[src/rtl/octree_sram_pkg.sv]
// Shared types and helpers for the octree node SRAM port controller.
package octree_sram_pkg;

   localparam int ADDR_W_DEF = 10;
   localparam int DATA_W_DEF = 32;

   typedef enum logic {CLEAR, RUN} state_e;

   typedef struct packed {
      logic                      we;
      logic [ADDR_W_DEF-1:0]     addr;
      logic [DATA_W_DEF-1:0]     wdata;
      logic [DATA_W_DEF/8-1:0]   be;
   } sram_req_t;

   // Byte k of the enable selects mask bits 8k+7..8k.
   function automatic logic [DATA_W_DEF-1:0] be_to_wem(input logic [DATA_W_DEF/8-1:0] be);
      logic [DATA_W_DEF-1:0] wem;
      wem = '0;
      for (int k = 0; k < DATA_W_DEF/8; k++) wem[8*k +: 8] = {8{be[k]}};
      return wem;
   endfunction

endpackage

[src/rtl/octree_sram_rsp_fifo.sv]
// Synchronous circular-buffer FIFO holding read responses; output is zero when empty.
module octree_sram_rsp_fifo #(
   parameter  int DEPTH = 4,
   parameter  int W     = 32,
   localparam int CW    = $clog2(DEPTH + 1)
) (
   input  logic          clk,
   input  logic          rst,
   input  logic          push,
   input  logic          pop,
   input  logic [W-1:0]  din,
   output logic [W-1:0]  dout,
   output logic [CW-1:0] count
);

   localparam int PW = (DEPTH > 1) ? $clog2(DEPTH) : 1;

   logic [W-1:0]  mem_q [DEPTH];
   logic [PW-1:0] wr_ptr_q, wr_ptr_d;
   logic [PW-1:0] rd_ptr_q, rd_ptr_d;
   logic [CW-1:0] count_q, count_d;
   logic          do_pop;

   function automatic logic [PW-1:0] ptr_inc(input logic [PW-1:0] p);
      return (p == PW'(DEPTH - 1)) ? '0 : p + 1'b1;
   endfunction

   always_comb begin
      do_pop   = pop && (count_q != '0);
      wr_ptr_d = push   ? ptr_inc(wr_ptr_q) : wr_ptr_q;
      rd_ptr_d = do_pop ? ptr_inc(rd_ptr_q) : rd_ptr_q;
      count_d  = count_q;
      if (push && !do_pop)      count_d = count_q + 1'b1;
      else if (!push && do_pop) count_d = count_q - 1'b1;
   end

   always_ff @(posedge clk) begin
      if (rst) begin
         wr_ptr_q <= '0;
         rd_ptr_q <= '0;
         count_q  <= '0;
      end else begin
         wr_ptr_q <= wr_ptr_d;
         rd_ptr_q <= rd_ptr_d;
         count_q  <= count_d;
      end
   end

   always_ff @(posedge clk) begin
      if (!rst && push) mem_q[wr_ptr_q] <= din;
   end

   assign dout  = (count_q != '0) ? mem_q[rd_ptr_q] : '0;
   assign count = count_q;

endmodule

[src/rtl/octree_sram_port_ctrl.sv]
// One-port request/response front end for the octree node SRAM macro, with
// optional post-reset zero fill and a backpressure-safe read response queue.
module octree_sram_port_ctrl
   import octree_sram_pkg::*;
#(
   parameter int         ADDR_W         = ADDR_W_DEF,
   parameter int         DATA_W         = DATA_W_DEF,
   parameter int         RSP_DEPTH      = 4,
   parameter bit         CLEAR_ON_RESET = 1'b1,
   parameter logic [3:0] RM_VAL         = 4'b0010
) (
   input  logic                clk,
   input  logic                rst,
   input  logic                req_valid,
   output logic                req_ready,
   input  logic                req_we,
   input  logic [ADDR_W-1:0]   req_addr,
   input  logic [DATA_W-1:0]   req_wdata,
   input  logic [DATA_W/8-1:0] req_be,
   output logic                rsp_valid,
   input  logic                rsp_ready,
   output logic [DATA_W-1:0]   rsp_rdata,
   output logic                init_done,
   output logic                sram_me,
   output logic                sram_we,
   output logic [ADDR_W-1:0]   sram_adr,
   output logic [DATA_W-1:0]   sram_d,
   output logic [DATA_W-1:0]   sram_wem,
   input  logic [DATA_W-1:0]   sram_q,
   output logic                sram_test1,
   output logic                sram_rme,
   output logic                sram_ls,
   output logic [3:0]          sram_rm
);

   localparam int CW = $clog2(RSP_DEPTH + 1);

   state_e            state_q, state_d;
   logic [ADDR_W-1:0] clr_addr_q, clr_addr_d;
   logic              inflight_q, inflight_d;
   logic [CW-1:0]     fifo_count;
   logic [CW-1:0]     occ;
   logic [DATA_W-1:0] fifo_dout;
   logic              req_acc;
   logic              rsp_pop;
   sram_req_t         req;

   assign req = '{we: req_we, addr: req_addr, wdata: req_wdata, be: req_be};

   // Reads still in the macro count against queue space so a stalled consumer
   // can never cause a push into a full FIFO.
   assign occ = fifo_count + CW'(inflight_q);

   always_comb begin
      state_d    = state_q;
      clr_addr_d = clr_addr_q;
      inflight_d = 1'b0;
      req_ready  = 1'b0;
      req_acc    = 1'b0;
      sram_me    = 1'b0;
      sram_we    = 1'b0;
      sram_adr   = '0;
      sram_d     = '0;
      sram_wem   = '0;
      if (!rst) begin
         case (state_q)
            CLEAR: begin
               sram_me    = 1'b1;
               sram_we    = 1'b1;
               sram_wem   = '1;
               sram_adr   = clr_addr_q;
               clr_addr_d = clr_addr_q + 1'b1;
               if (&clr_addr_q) state_d = RUN;
            end
            RUN: begin
               req_ready = occ < CW'(RSP_DEPTH);
               req_acc   = req_valid && req_ready;
               if (req_acc) begin
                  sram_me    = 1'b1;
                  sram_we    = req.we;
                  sram_adr   = req.addr;
                  sram_d     = req.wdata;
                  sram_wem   = be_to_wem(req.be);
                  inflight_d = !req.we;
               end
            end
         endcase
      end
   end

   always_ff @(posedge clk) begin
      if (rst) begin
         state_q    <= CLEAR_ON_RESET ? CLEAR : RUN;
         clr_addr_q <= '0;
         inflight_q <= 1'b0;
      end else begin
         state_q    <= state_d;
         clr_addr_q <= clr_addr_d;
         inflight_q <= inflight_d;
      end
   end

   assign rsp_valid = !rst && (fifo_count != '0);
   assign rsp_rdata = rst ? '0 : fifo_dout;
   assign rsp_pop   = rsp_valid && rsp_ready;
   assign init_done = !rst && (state_q == RUN);

   octree_sram_rsp_fifo #(.DEPTH(RSP_DEPTH), .W(DATA_W)) u_rsp_fifo (
      .clk   (clk),
      .rst   (rst),
      .push  (inflight_q),
      .pop   (rsp_pop),
      .din   (sram_q),
      .dout  (fifo_dout),
      .count (fifo_count)
   );

   assign sram_test1 = 1'b0;
   assign sram_rme   = 1'b0;
   assign sram_ls    = 1'b0;
   assign sram_rm    = RM_VAL;

endmodule
[config.mk]
export PLATFORM = sky130hd
export DESIGN_NAME = octree_sram_port_ctrl
export DESIGN_NICKNAME = d
export VERILOG_FILES = /design/src/rtl/octree_sram_pkg.sv /design/src/rtl/octree_sram_rsp_fifo.sv /design/src/rtl/octree_sram_port_ctrl.sv
export SDC_FILE = /design/constraint.sdc
export NUM_CORES = 1
export LEC_CHECK = 0
export BUFFER_PORTS_ARGS = -buffer_cell sky130_fd_sc_hd__buf_2
export CAP_MARGIN = 40
export CELL_PAD_IN_SITES_DETAIL_PLACEMENT = 1
export CELL_PAD_IN_SITES_GLOBAL_PLACEMENT = 1
export CORE_MARGIN = 2
export CORE_UTILIZATION = 41
export DETAILED_ROUTE_END_ITERATION = 8
export HOLD_SLACK_MARGIN = 0.1
export PLACE_DENSITY = 0.88
export SYNTH_ARGS = -nofsm -noshare
export SYNTH_HDL_FRONTEND = slang
export SYNTH_SLANG_ARGS = --single-unit
export TNS_END_PERCENT = 20
[constraint.sdc]
create_clock -name clk -period 2.92 [get_ports clk]
set_input_delay 0.438 -clock clk [delete_from_list [all_inputs] [get_ports clk]]
set_output_delay 0.438 -clock clk [all_outputs]
set_load 0.005 [all_outputs]
-- Word level (Yosys, flattened, before mapping)
Memories as Yosys holds them, arrays and structs flattened. A register that Yosys moved wholly into a read port is not among the register bits.
Cells that the tools add are included.
- RAM bits: 128
- bits of input ports: 83
- memories: 1
- bits in registers: 19
- equality and inequality tests: 2
- bitwise gates (word level): 2
- magnitude comparators: 1
- muxes and demuxes: 29
- reduce and logical (&&, ||, !) cells: 16
- add/subtract/negate cells: 6
- memories (memory ; depth ; width ; read ports ; clocked after memory_dff ; write ports ; RTL line ; RTL):
    u_rsp_fifo.mem_q ; 4 ; 32 ; 1 ; 1 ; 1 ; octree_sram_rsp_fifo.sv:18 ; logic [W-1:0] mem_q [DEPTH];
- operators by type and width (kind ; count):
    $mux 32 ; 7
    $pmux 32 s2 ; 1
    $mux 10 ; 2
    $pmux 10 s2 ; 1
    $add 10x1->10 const B ; 1
    $mux 1 ; 10
    $reduce_and 10->1 ; 1
    $logic_and 1x1->1 ; 8
    $mux 2 ; 4
    $mux 3 ; 2
    $add 2x1->2 const B ; 2
    $eq 2x2->1 const B ; 2
    $logic_not 1->1 ; 4
    $pmux 1 s2 ; 2
    $add 3x1->3 ; 1
    $add 3x1->3 const B ; 1
    $lt 3x3->1 const B ; 1
    $reduce_bool 3->1 ; 1
    $reduce_or 3->1 ; 1
    $sub 3x1->3 const B ; 1
    $not 1->1 ; 2
    $reduce_bool 2->1 ; 1

-- Longest topological paths before layout
Gate-level depths: netlist of run 1.
- depth in word-level cells: 7
- gate-level depth with buffers: 11
- mapped depth without buffers: 10

-- Modules after synthesis
Synthesis of run 1 repeated with hierarchy kept, for this count alone.
- cells, all modules: 501
- area total of the unflattened synthesis: 6926.6 um2
- modules (own cells, without submodules) (module ; cells an instance ; area each (um2) ; instances):
    octree_sram_rsp_fifo ; 247 ; 5281.3 ; 1
    octree_sram_port_ctrl ; 254 ; 1645.3 ; 1

-- Worst setup path before layout of run 1
Ideal clock, no wire load.
- path type: reg2out
- from: register inflight_q
- to: output sram_wem[10]
- data required time: 2482 ps
- arrival: 1844 ps
- path buffers: 2
- cell stages (with the launch flop): 6
- slack: 638 ps
- cell sequence: dfxtp_1 and3_4 mux2_4 buf_6 o21ai_0 buf_4
- cells in the longest elaborated chain, start to end: 6
- RTL lines (element ; RTL line ; RTL):
    start: declaration ; octree_sram_port_ctrl.sv:40 ; logic inflight_q, inflight_d;
    start signal: assignment ; octree_sram_port_ctrl.sv:99 ; inflight_q <= inflight_d;
    $add 3x1->3 ; octree_sram_port_ctrl.sv:52 ; assign occ = fifo_count + CW'(inflight_q);
    $lt 3x3->1 ; octree_sram_port_ctrl.sv:76 ; req_ready = occ < CW'(RSP_DEPTH);
    $logic_and 1x1->1 ; octree_sram_port_ctrl.sv:77 ; req_acc = req_valid && req_ready;
    $mux 32 ; octree_sram_port_ctrl.sv:78 ; if (req_acc) begin
    $pmux 32 s2 ; octree_sram_port_ctrl.sv:66 ; case (state_q)
    $mux 32 ; octree_sram_port_ctrl.sv:65 ; if (!rst) begin
    end: declaration ; octree_sram_port_ctrl.sv:28 ; output logic [DATA_W-1:0] sram_wem,
No other way between the ends.

-- Worst setup path after layout of run 1
- from: register inflight_q
- to: output sram_d[21]
- cells in the longest elaborated chain, start to end: 6
- RTL lines (element ; RTL line ; RTL):
    $add 3x1->3 ; octree_sram_port_ctrl.sv:52 ;
    $lt 3x3->1 ; octree_sram_port_ctrl.sv:76 ;
    $logic_and 1x1->1 ; octree_sram_port_ctrl.sv:77 ;
    $mux 32 ; octree_sram_port_ctrl.sv:78 ;
    $mux 32 ; octree_sram_port_ctrl.sv:66 ;
    $mux 32 ; octree_sram_port_ctrl.sv:65 ;
    end: declaration ; octree_sram_port_ctrl.sv:27 ; output logic [DATA_W-1:0] sram_d,
No other way between the ends.

==> metrics, run 1 <==
Syn-to-layout area delta 23.15%; CTS HTree Levels 4; dominant synthesized flop cell edfxtp_1; Synth area leader edfxtp_1; placement row count 46; period utilization 0.9844; Comb power frac 0.039; Lkg Pwr 3.353 nW; Finish-stage setup viols 0; Worst Path Required 2480 ps; die width 131.7 um; Switch Pwr 0.8657 mW; Yosys cell types 39; Area after DPL 7666 um2; top cells by area, synth edfxtp_1 (57%), mux4_2 (11%), dfxtp_1 (6.3%), buf_4 (4.2%), and2_1 (3.1%); Synthesis Warnings 0; Power Dens Cells 550.4 nW/um2; VDD IR-drop max 418.7 uV; RSZ-0062 raised after global routing false; DP Cell Count 832; GRT overflow 0; sw frac 0.1910; post-synth top area share 0.5749; synth cell count leaders edfxtp_1 (128), inv_1 (51), buf_4 (37); Worst Setup Slack, final 45.46 ps; Final Instance Count excl. Fillers 865; root buf cell clkbuf_16; layout cells sized above 1 0.4228; CTS max path bufs 2; Worst EP arrival 2440 ps; clock network power share 0.450; Max Fclk 347.9 MHz; syn_area_per_cell 14.29 um2; Final Wtd Congestion 0.9043; CP Capture Type output pin; final instance area 8234 um2; worst slew pin tran 636.9 ps; Initial Utilization 0.4209; Fill cells 1675; Layout Skew 8.580 ps; # IOs 201; Final Util 0.5184; global-route wire length before repair 25050 um; min Tclk post-route 2875 ps; Pwr Total 4.532 mW; cell internal pwr 3.667 mW; Post-Place Worst Slack 396.4 ps; Routed Antenna Nets 0; Slew Limit Fails 0; clk slew on worst S/H paths 60 ps; CP max FO 49; Die ar. 17350 um2; DRT iter0 DRCs 223; Slew HR 0.5748; CTS tree built; CTS sink count 149; Post-CTS Setup Bufs 0; hold slack 209.7 ps; initial antenna violation count 3; Buffers on Ports 193; Reg power frac 0.512; wire per inst 18.62 um; Final TNS setup 0 ps; Final Hold Vio Count 0; EDFF count, synth 128; drc violations 0; Routed Wire Length 16110 um; most common cell in the synthesized netlist edfxtp_1; register area share after synthesis 0.6377; Yosys reg bits 149; number of global-route vias before repair 4659; max_cap viols 0; DR vias/cell 5.022; largest net degree at the start of global routing 50; Core Region 15890 um2; Vias 4344; worst skew pair latency 410 ps; CTS buffer count 17; Hold Path Class input pin to flip-flop; status finished, final reports clean; die height 131.7 um; layout net count 726; GRT Util Overall 0.1887; post-DP HPWL 11650 um; Syn Inst Count 468; Worst Path Class, Setup flip-flop to output pin; Post-Syn Area 6686 um2; Post-synth ARST share 0; 1st-pass router iterations 4; Hold Buf Count CTS 0; CP Launch Type flip-flop
[final timing paths]
check | from | to | slack (ps) | cells after the start
hold reg to reg | clr_addr_q[7] | clr_addr_q[7] | 520 | 2
setup reg to reg | u_rsp_fifo.count[2] | u_rsp_fifo.count[2] | 530 | 10
hold / removal | req_we | inflight_q | 210 | 2
setup / recovery | inflight_q | sram_d[21] | 50 | 4
[critical path, cell delays in order (launching register included)]
cell and delay, ps:
dfxtp_1 500, and3_4 250, mux2_4 490, nor3_1 540
buf_2 220
[layout by cell type (no fill, tap or decap), drive strengths merged]
master	instances
nand3b	1
mux4	32
nor2b	1
o31ai	5
xnor2	3
bufinv	1
mux2i	3
o32ai	9
nand2	22
diode	1
or4	3
o211ai	2
clkinv	4
inv	51
xor2	3
clkbuf	27
nor2	8
edfxtp	128
nor3b	1
nand3	3
buf	203
nand4b	1
o21ai	9
dfxtp	21
nand2b	1
nor3	34
conb	7
or3	5
mux2	1
o41ai	1
and3	5
a21oi	10
and2	33
or2	1
fa	1
ha	7
nand4	1
[layout make-up]
type / count / area (um2) / area share
antenna: 1 / 2.502 / 0.0003039
clock buffer: 27 / 513.0 / 0.06230
timing repair buffer: 203 / 1074 / 0.1304
sequential: 149 / 4267 / 0.5182
multi-input combinational: 213 / 1868 / 0.2269
tap: 216 / 270.3 / 0.03282
clock inverter: 5 / 48.80 / 0.005926
inverter: 51 / 191.4 / 0.02325
[power by group through the flow]
stage               clock, mW  combinational, mW  sequential [mW]
CTS                      2.09              0.176             2.32
finish                   2.04              0.175             2.32
floorplan                   0              0.104             2.36
global placement            0              0.161             2.36
global route             2.16              0.195             2.32
detailed placement          0              0.175             2.36
[layer usage]
layer / GRT usage / vias to the layer above / part of all wire
li1: - / 1999 / -
met1: 0.2045 / 2138 / 0.38
met2: 0.3432 / 169 / 0.53
met3: 0.04668 / 34 / 0.056
met4: 0.09420 / 4 / 0.033
met5: 0 / - / 0.0020
[flip-flops by register name, summed over array words and instances (netlist names), named ones only]
register and cells:
state_q 1, u_rsp_fifo.wr_ptr_q 2, u_rsp_fifo.mem_q 128, u_rsp_fifo.rd_ptr_q 2
u_rsp_fifo.count 3, clr_addr_q 10, inflight_q 1
[kinds of logic after synthesis]
logic type,synth area share
DFF,0.6377
and+or+nand+nor,0.1005
buffers and inverters,0.08701
AOI/OAI and AO/OA,0.03518
muxes,0.1145
adders and majority gates,0.01609
xor gates and xnor gates,0.007861
other,0.001123
[what timing repair did]
item	in CTS	in global routing
endpoints found under the setup margin	24	16
resized for setup	3	2
endpoints found under the hold margin	0	0
pin swaps	0	0
No activity file was read; power rests on OpenSTA's default activity.
==> run 2: changes to the inputs <==
--- a/config.mk
+++ b/config.mk
@@ -14,6 +14,7 @@
 export DETAILED_ROUTE_END_ITERATION = 8
 export HOLD_SLACK_MARGIN = 0.1
 export PLACE_DENSITY = 0.88
+export SETUP_SLACK_MARGIN = 0.1
 export SYNTH_ARGS = -nofsm -noshare
 export SYNTH_HDL_FRONTEND = slang
 export SYNTH_SLANG_ARGS = --single-unit
==> run 2 against run 1 <==
First-iteration DRC count unchanged. Sequential share of layout area hardly changed. Cell count did not move. Power about the same. Worst setup slack better by 32 ps. Cell area barely moved. Utilization is essentially flat. Sequential cell count stayed put. Largest cell class unchanged. Largest power group unchanged.
==> metrics, run 2 (same netlist as run 1, synthesis figures left out) <==
Fill cells 1674 (was 1675); Pwr Total 4.533 mW (was 4.532 mW); Core Region 15890 um2 (unchanged); Worst EP arrival 2400 ps (was 2440 ps); CP Launch Type flip-flop (unchanged); Vias 4344 (unchanged); number of flip-flops in the largest register 128 (unchanged); worst-path cell chain and3_4 > mux2_4 > nor3_1 > buf_2 (unchanged); CTS max path bufs 2 (unchanged); Final Instance Count excl. Fillers 865 (unchanged); CTS tree built (unchanged); die height 131.7 um (unchanged); Routed Antenna Nets 0 (unchanged); GRT overflow 0 (unchanged); Slew HR 0.5748 (unchanged); Final TNS setup 0 ps (unchanged); Die ar. 17350 um2 (unchanged); CP max stage cell nor3_1 (unchanged); drc violations 0 (unchanged); final instance area 8239 um2 (was 8234 um2); layout net count 726 (unchanged); CTS buffer count 17 (unchanged); FF+latch area 4267 um2 (unchanged); post-DP HPWL 11650 um (unchanged); Initial Utilization 0.4209 (unchanged); RSZ-0062 raised after global routing true (was false); VDD IR-drop max 418.7 uV (about the same); Hold Buf Count CTS 0 (unchanged); Worst Path Required 2480 ps (about the same); Final Wtd Congestion 0.9043 (unchanged); placement row count 46 (unchanged); Multi-input gate area 1873 um2 (was 1868 um2); 1st-pass router iterations 4 (unchanged); period utilization 0.9735 (was 0.9844); worst slew pin tran 636.9 ps (unchanged); uppermost layer routed met5 (unchanged); CTS sink count 149 (unchanged); Worst Path Class, Setup flip-flop to output pin (unchanged); number of global-route vias before repair 4659 (unchanged); CP max FO 49 (unchanged); Buffers on Ports 193 (unchanged); Power Dens Cells 550.1 nW/um2 (was 550.4 nW/um2); CP Capture Type output pin (unchanged); Hold Path Class input pin to flip-flop (unchanged); die width 131.7 um (unchanged); layout cells sized above 1 0.4244 (was 0.4228); hold slack 209.7 ps (unchanged); CTS HTree Levels 4 (unchanged); cell family with most CP delay simple AND/OR/NAND/NOR gates (unchanged); largest net degree at the start of global routing 50 (unchanged); Lkg Pwr 3.354 nW (was 3.353 nW); Layout Skew 8.580 ps (unchanged); max_cap viols 0 (unchanged); Area after DPL 7666 um2 (unchanged); Slew Limit Fails 0 (unchanged); DR vias/cell 5.022 (unchanged); Syn-to-layout area delta 23.22% (was 23.15%); clk slew on worst S/H paths 60 ps (about the same); # IOs 201 (unchanged); Routed Wire Length 16110 um (about the same); most common cell after layout, fill and taps aside buf_2 (unchanged); global-route wire length before repair 25050 um (unchanged); min Tclk post-route 2843 ps (was 2875 ps); DR WL met3 899 um (was 898 um); Finish-stage setup viols 0 (unchanged); GRT Util Overall 0.1887 (unchanged); status finished, final reports clean (unchanged); Reg with most FFs u_rsp_fifo.mem_q (unchanged); leading cell types in the layout, fill and taps excluded buf_2 (193), edfxtp_1 (128), inv_1 (51) (unchanged); DRT iter0 DRCs 223 (unchanged); root buf cell clkbuf_16 (unchanged); Max Fclk 351.8 MHz (was 347.9 MHz); Bufs and invs on worst path 1 (unchanged); r2r setup slk 530 ps (about the same); met2 wire length 8474 um (was 8478 um); worst skew pair latency 410 ps (about the same); initial antenna violation count 3 (unchanged); Met1 Wirelength 6173 um (was 6168 um); DP Cell Count 832 (unchanged); wire per inst 18.62 um (about the same); Final Hold Vio Count 0 (unchanged); delay of the slowest critical-path stage 520 ps (was 540 ps)
[run 2: where the power goes]
group	internal, mW	switching, mW	total [mW]
clock network	1.28	0.760	2.04
logic	0.0768	0.0985	0.175
registers	2.31	0.00725	2.32
[run 2: path summary, 6_finish.rpt]
kind / start / endpoint / cells past startpoint
max: inflight_q / sram_d[25] / 4
min: req_we / inflight_q / 2
max reg2reg: u_rsp_fifo.count[2] / u_rsp_fifo.count[2] / 10
min reg2reg: clr_addr_q[7] / clr_addr_q[7] / 2
[run 2: layer usage]
| layer | up-vias | GRT usage |
|---|---|---|
| met5 | - | 0 |
| met3 | 34 | 0.04668 |
| met1 | 2139 | 0.2045 |
| met4 | 4 | 0.09420 |
| met2 | 169 | 0.3432 |
| li1 | 1998 | - |
[run 2: what timing repair did]
item	CTS	global route
buffers inserted	0	0
pin swaps	0	0
setup endpoints to repair	33	34
gates resized for setup	5	1
[run 2: worst reg2reg max path: cells and delay by family, from the launching register on]
family | cells | cell delay, ps
xor gates and xnor gates | 1 | 190
DFF | 1 | 350
and+or+nand+nor | 4 | 940
adders and majority gates | 2 | 580
AOI/OAI and AO/OA | 1 | 140
buffers and inverters | 2 | 120
[run 2: stage by stage]
step                setup WS (ps)    util
floorplan                   638.4       -
global placement            613.8  0.4809
detailed placement          396.4  0.4826
CTS                         112.6  0.5183
global route                20.35  0.5187
finish                      77.38  0.5187
[run 2: final cells by class]
cell class                 count  share of cell area
clock buffer                  27             0.06226
sequential                   149              0.5178
antenna                        1           0.0003037
tap                          216             0.03280
inverter                      51             0.02323
clock inverter                 5            0.005923
multi-input combinational    213              0.2273
timing repair buffer         203              0.1303
==> run 3: changes to the inputs <==
--- a/config.mk
+++ b/config.mk
@@ -14,6 +14,7 @@
 export DETAILED_ROUTE_END_ITERATION = 8
 export HOLD_SLACK_MARGIN = 0.1
 export PLACE_DENSITY = 0.88
+export REMOVE_ABC_BUFFERS = 1
 export SETUP_SLACK_MARGIN = 0.1
 export SYNTH_ARGS = -nofsm -noshare
 export SYNTH_HDL_FRONTEND = slang
==> run 3 against run 2 <==
First-iteration DRC count fell by 23%. Clock power rose by 11%. Maximum frequency rose by 5.8%. Utilization rose by 0.28 points. Clock skew fell by 1.9 ps. Largest power group unchanged.
==> metrics, run 3 (same netlist as run 1, synthesis figures left out) <==
leading cell types in the layout, fill and taps excluded buf_2 (193), edfxtp_1 (128), inv_1 (51) (unchanged); CTS buffer count 17 (unchanged); number of diodes 0 (was 1); Slew HR 0.6603 (was 0.5748); WHS Path Cells 2 (unchanged); Hold Path Class input pin to flip-flop (unchanged); Syn-to-layout area delta 23.88% (was 23.22%); CP Capture Type output pin (unchanged); Hold Buf Count CTS 0 (unchanged); worst slew pin tran 509.6 ps (was 636.9 ps); GRT Util Overall 0.1864 (was 0.1887); FF-to-FF End u_rsp_fifo.count[2] (unchanged); Worst Path Required 2480 ps (about the same); Layout Skew 6.641 ps (was 8.580 ps); CTS HTree Levels 4 (unchanged); Die ar. 17350 um2 (unchanged); die height 131.7 um (unchanged); CP max FO 49 (unchanged); Worst EP arrival 2250 ps (was 2400 ps); initial antenna violation count 0 (was 3); worst reg2reg startpoint u_rsp_fifo.count[2] (unchanged); worst hold start req_we (unchanged); CTS tree built (unchanged); Reg with most FFs u_rsp_fifo.mem_q (unchanged); Lkg Pwr 3.369 nW (was 3.354 nW); placement row count 46 (unchanged); CTS max path bufs 2 (unchanged); min Tclk post-route 2688 ps (was 2843 ps); layout cells sized above 1 0.4306 (was 0.4244); global-route wire length before repair 24960 um (was 25050 um); Vias 4272 (was 4344); number of global-route vias before repair 4686 (was 4659); CP Launch Type flip-flop (unchanged); Post-CTS Setup Bufs 0 (unchanged); 1st-pass router iterations 4 (unchanged); die width 131.7 um (unchanged); Fill cells 1654 (was 1674); period utilization 0.9204 (was 0.9735); Power Dens Cells 573.8 nW/um2 (was 550.1 nW/um2); Max Fclk 372.1 MHz (was 351.8 MHz); VDD IR-drop max 417.0 uV (was 418.7 uV); # IOs 201 (unchanged); Finish-stage setup viols 0 (unchanged); Hold Path Sink inflight_q (unchanged); drc violations 0 (unchanged); CTS sink count 149 (unchanged); Slew Limit Fails 0 (unchanged); Buffers on Ports 193 (unchanged); Initial Utilization 0.4209 (unchanged); DR vias/cell 4.944 (was 5.022); Final TNS setup 0 ps (unchanged); r2r setup slk 580 ps (was 530 ps); DRT iter0 DRCs 172 (was 223); post-DP HPWL 10650 um (was 11650 um); worst reg-to-reg path cell count 10 (unchanged); most common cell after layout, fill and taps aside buf_2 (unchanged); max_cap viols 0 (unchanged); root buf cell clkbuf_16 (unchanged); largest net degree at the start of global routing 50 (unchanged); clk slew on worst S/H paths 60 ps (about the same); Pwr Total 4.752 mW (was 4.533 mW); Final Wtd Congestion 0.7666 (was 0.9043); wire per inst 18.11 um (was 18.62 um); worst skew pair latency 410 ps (about the same); RSZ-0062 raised after global routing true (unchanged); Routed Wire Length 15650 um (was 16110 um); Worst Path Class, Setup flip-flop to output pin (unchanged); layout net count 726 (unchanged); Routed Antenna Nets 0 (unchanged); GRT overflow 0 (unchanged); hold slack 216.4 ps (was 209.7 ps); number of flip-flops in the largest register 128 (unchanged); Final Hold Vio Count 0 (unchanged); status finished, final reports clean (unchanged); Core Region 15890 um2 (unchanged)
==> run 3: cell count changes in the layout (fill, tap and decap cells not counted), sizes merged <==
| cell | change |
|---|---|
| clkbuf | -10 |
| diode | -1 |
| clkinvlp | +2 |
| inv | +7 |
| clkinv | -1 |
| bufinv | +2 |
==> run 3: through the flow <==
| step | cells | util | worst slack [ps] | cell area (um2) |
|---|---|---|---|---|
| floorplan | 413 | - | 230.2 | 6315 |
| global placement | 832 | 0.4821 | 613.5 | 7659 |
| detailed placement | 832 | 0.4821 | 430.5 | 7659 |
| CTS | 864 | 0.5212 | 161.1 | 8279 |
| global route | 864 | 0.5214 | 25.39 | 8283 |
| finish | 864 | 0.5214 | 232.4 | 8283 |
==> run 3: repair_timing <==
action	CTS	global route
gates resized for setup	4	1
pin swaps	0	0
endpoints found under the setup margin	32	32
==> run 3: layout make-up <==
cell class	instances	area [um2]	area share
Timing Repair Buffer	203	1066	0.1287
Clock inverter	15	195.2	0.02356
Inverter	51	191.4	0.02311
Tap cell	216	270.3	0.03263
Multi-Input combinational cell	213	1868	0.2255
Clock buffer	17	425.4	0.05136
Sequential cell	149	4267	0.5151
==> run 3: worst max path at each step <==
stage                     startpoint      endpoint  cells past startpoint
after floorplan            flip-flop  rsp_rdata[0]                      2
after global placement    inflight_q  sram_wem[16]                      4
after detailed placement  inflight_q   sram_wem[7]                      4
after CTS                 inflight_q  sram_wem[11]                      4
after global routing      inflight_q  sram_wem[27]                      4
final                     inflight_q   sram_wem[2]                      4
==> run 3: worst max-delay path: stages, from the launching register on <==
cell     delay (ps)
dfxtp_1         470
and3_4          250
mux2_4          490
o21ai_1         420
buf_2           200
==> run 3: power breakdown <==
group	internal, mW	switching (mW)	total (mW)
clock network	1.37	0.889	2.26
logic	0.0769	0.0981	0.175
registers	2.31	0.00707	2.32
total	3.76	0.994	4.75
==> run 3: layer usage <==
metal  GRT usage  vias up  wire length [um]
met5           0        -                 0
met4     0.04831        0               163
met3     0.05285       13               938
met2      0.3403      177              8419
met1      0.2154     2088              6127
li1            -     1994                 -
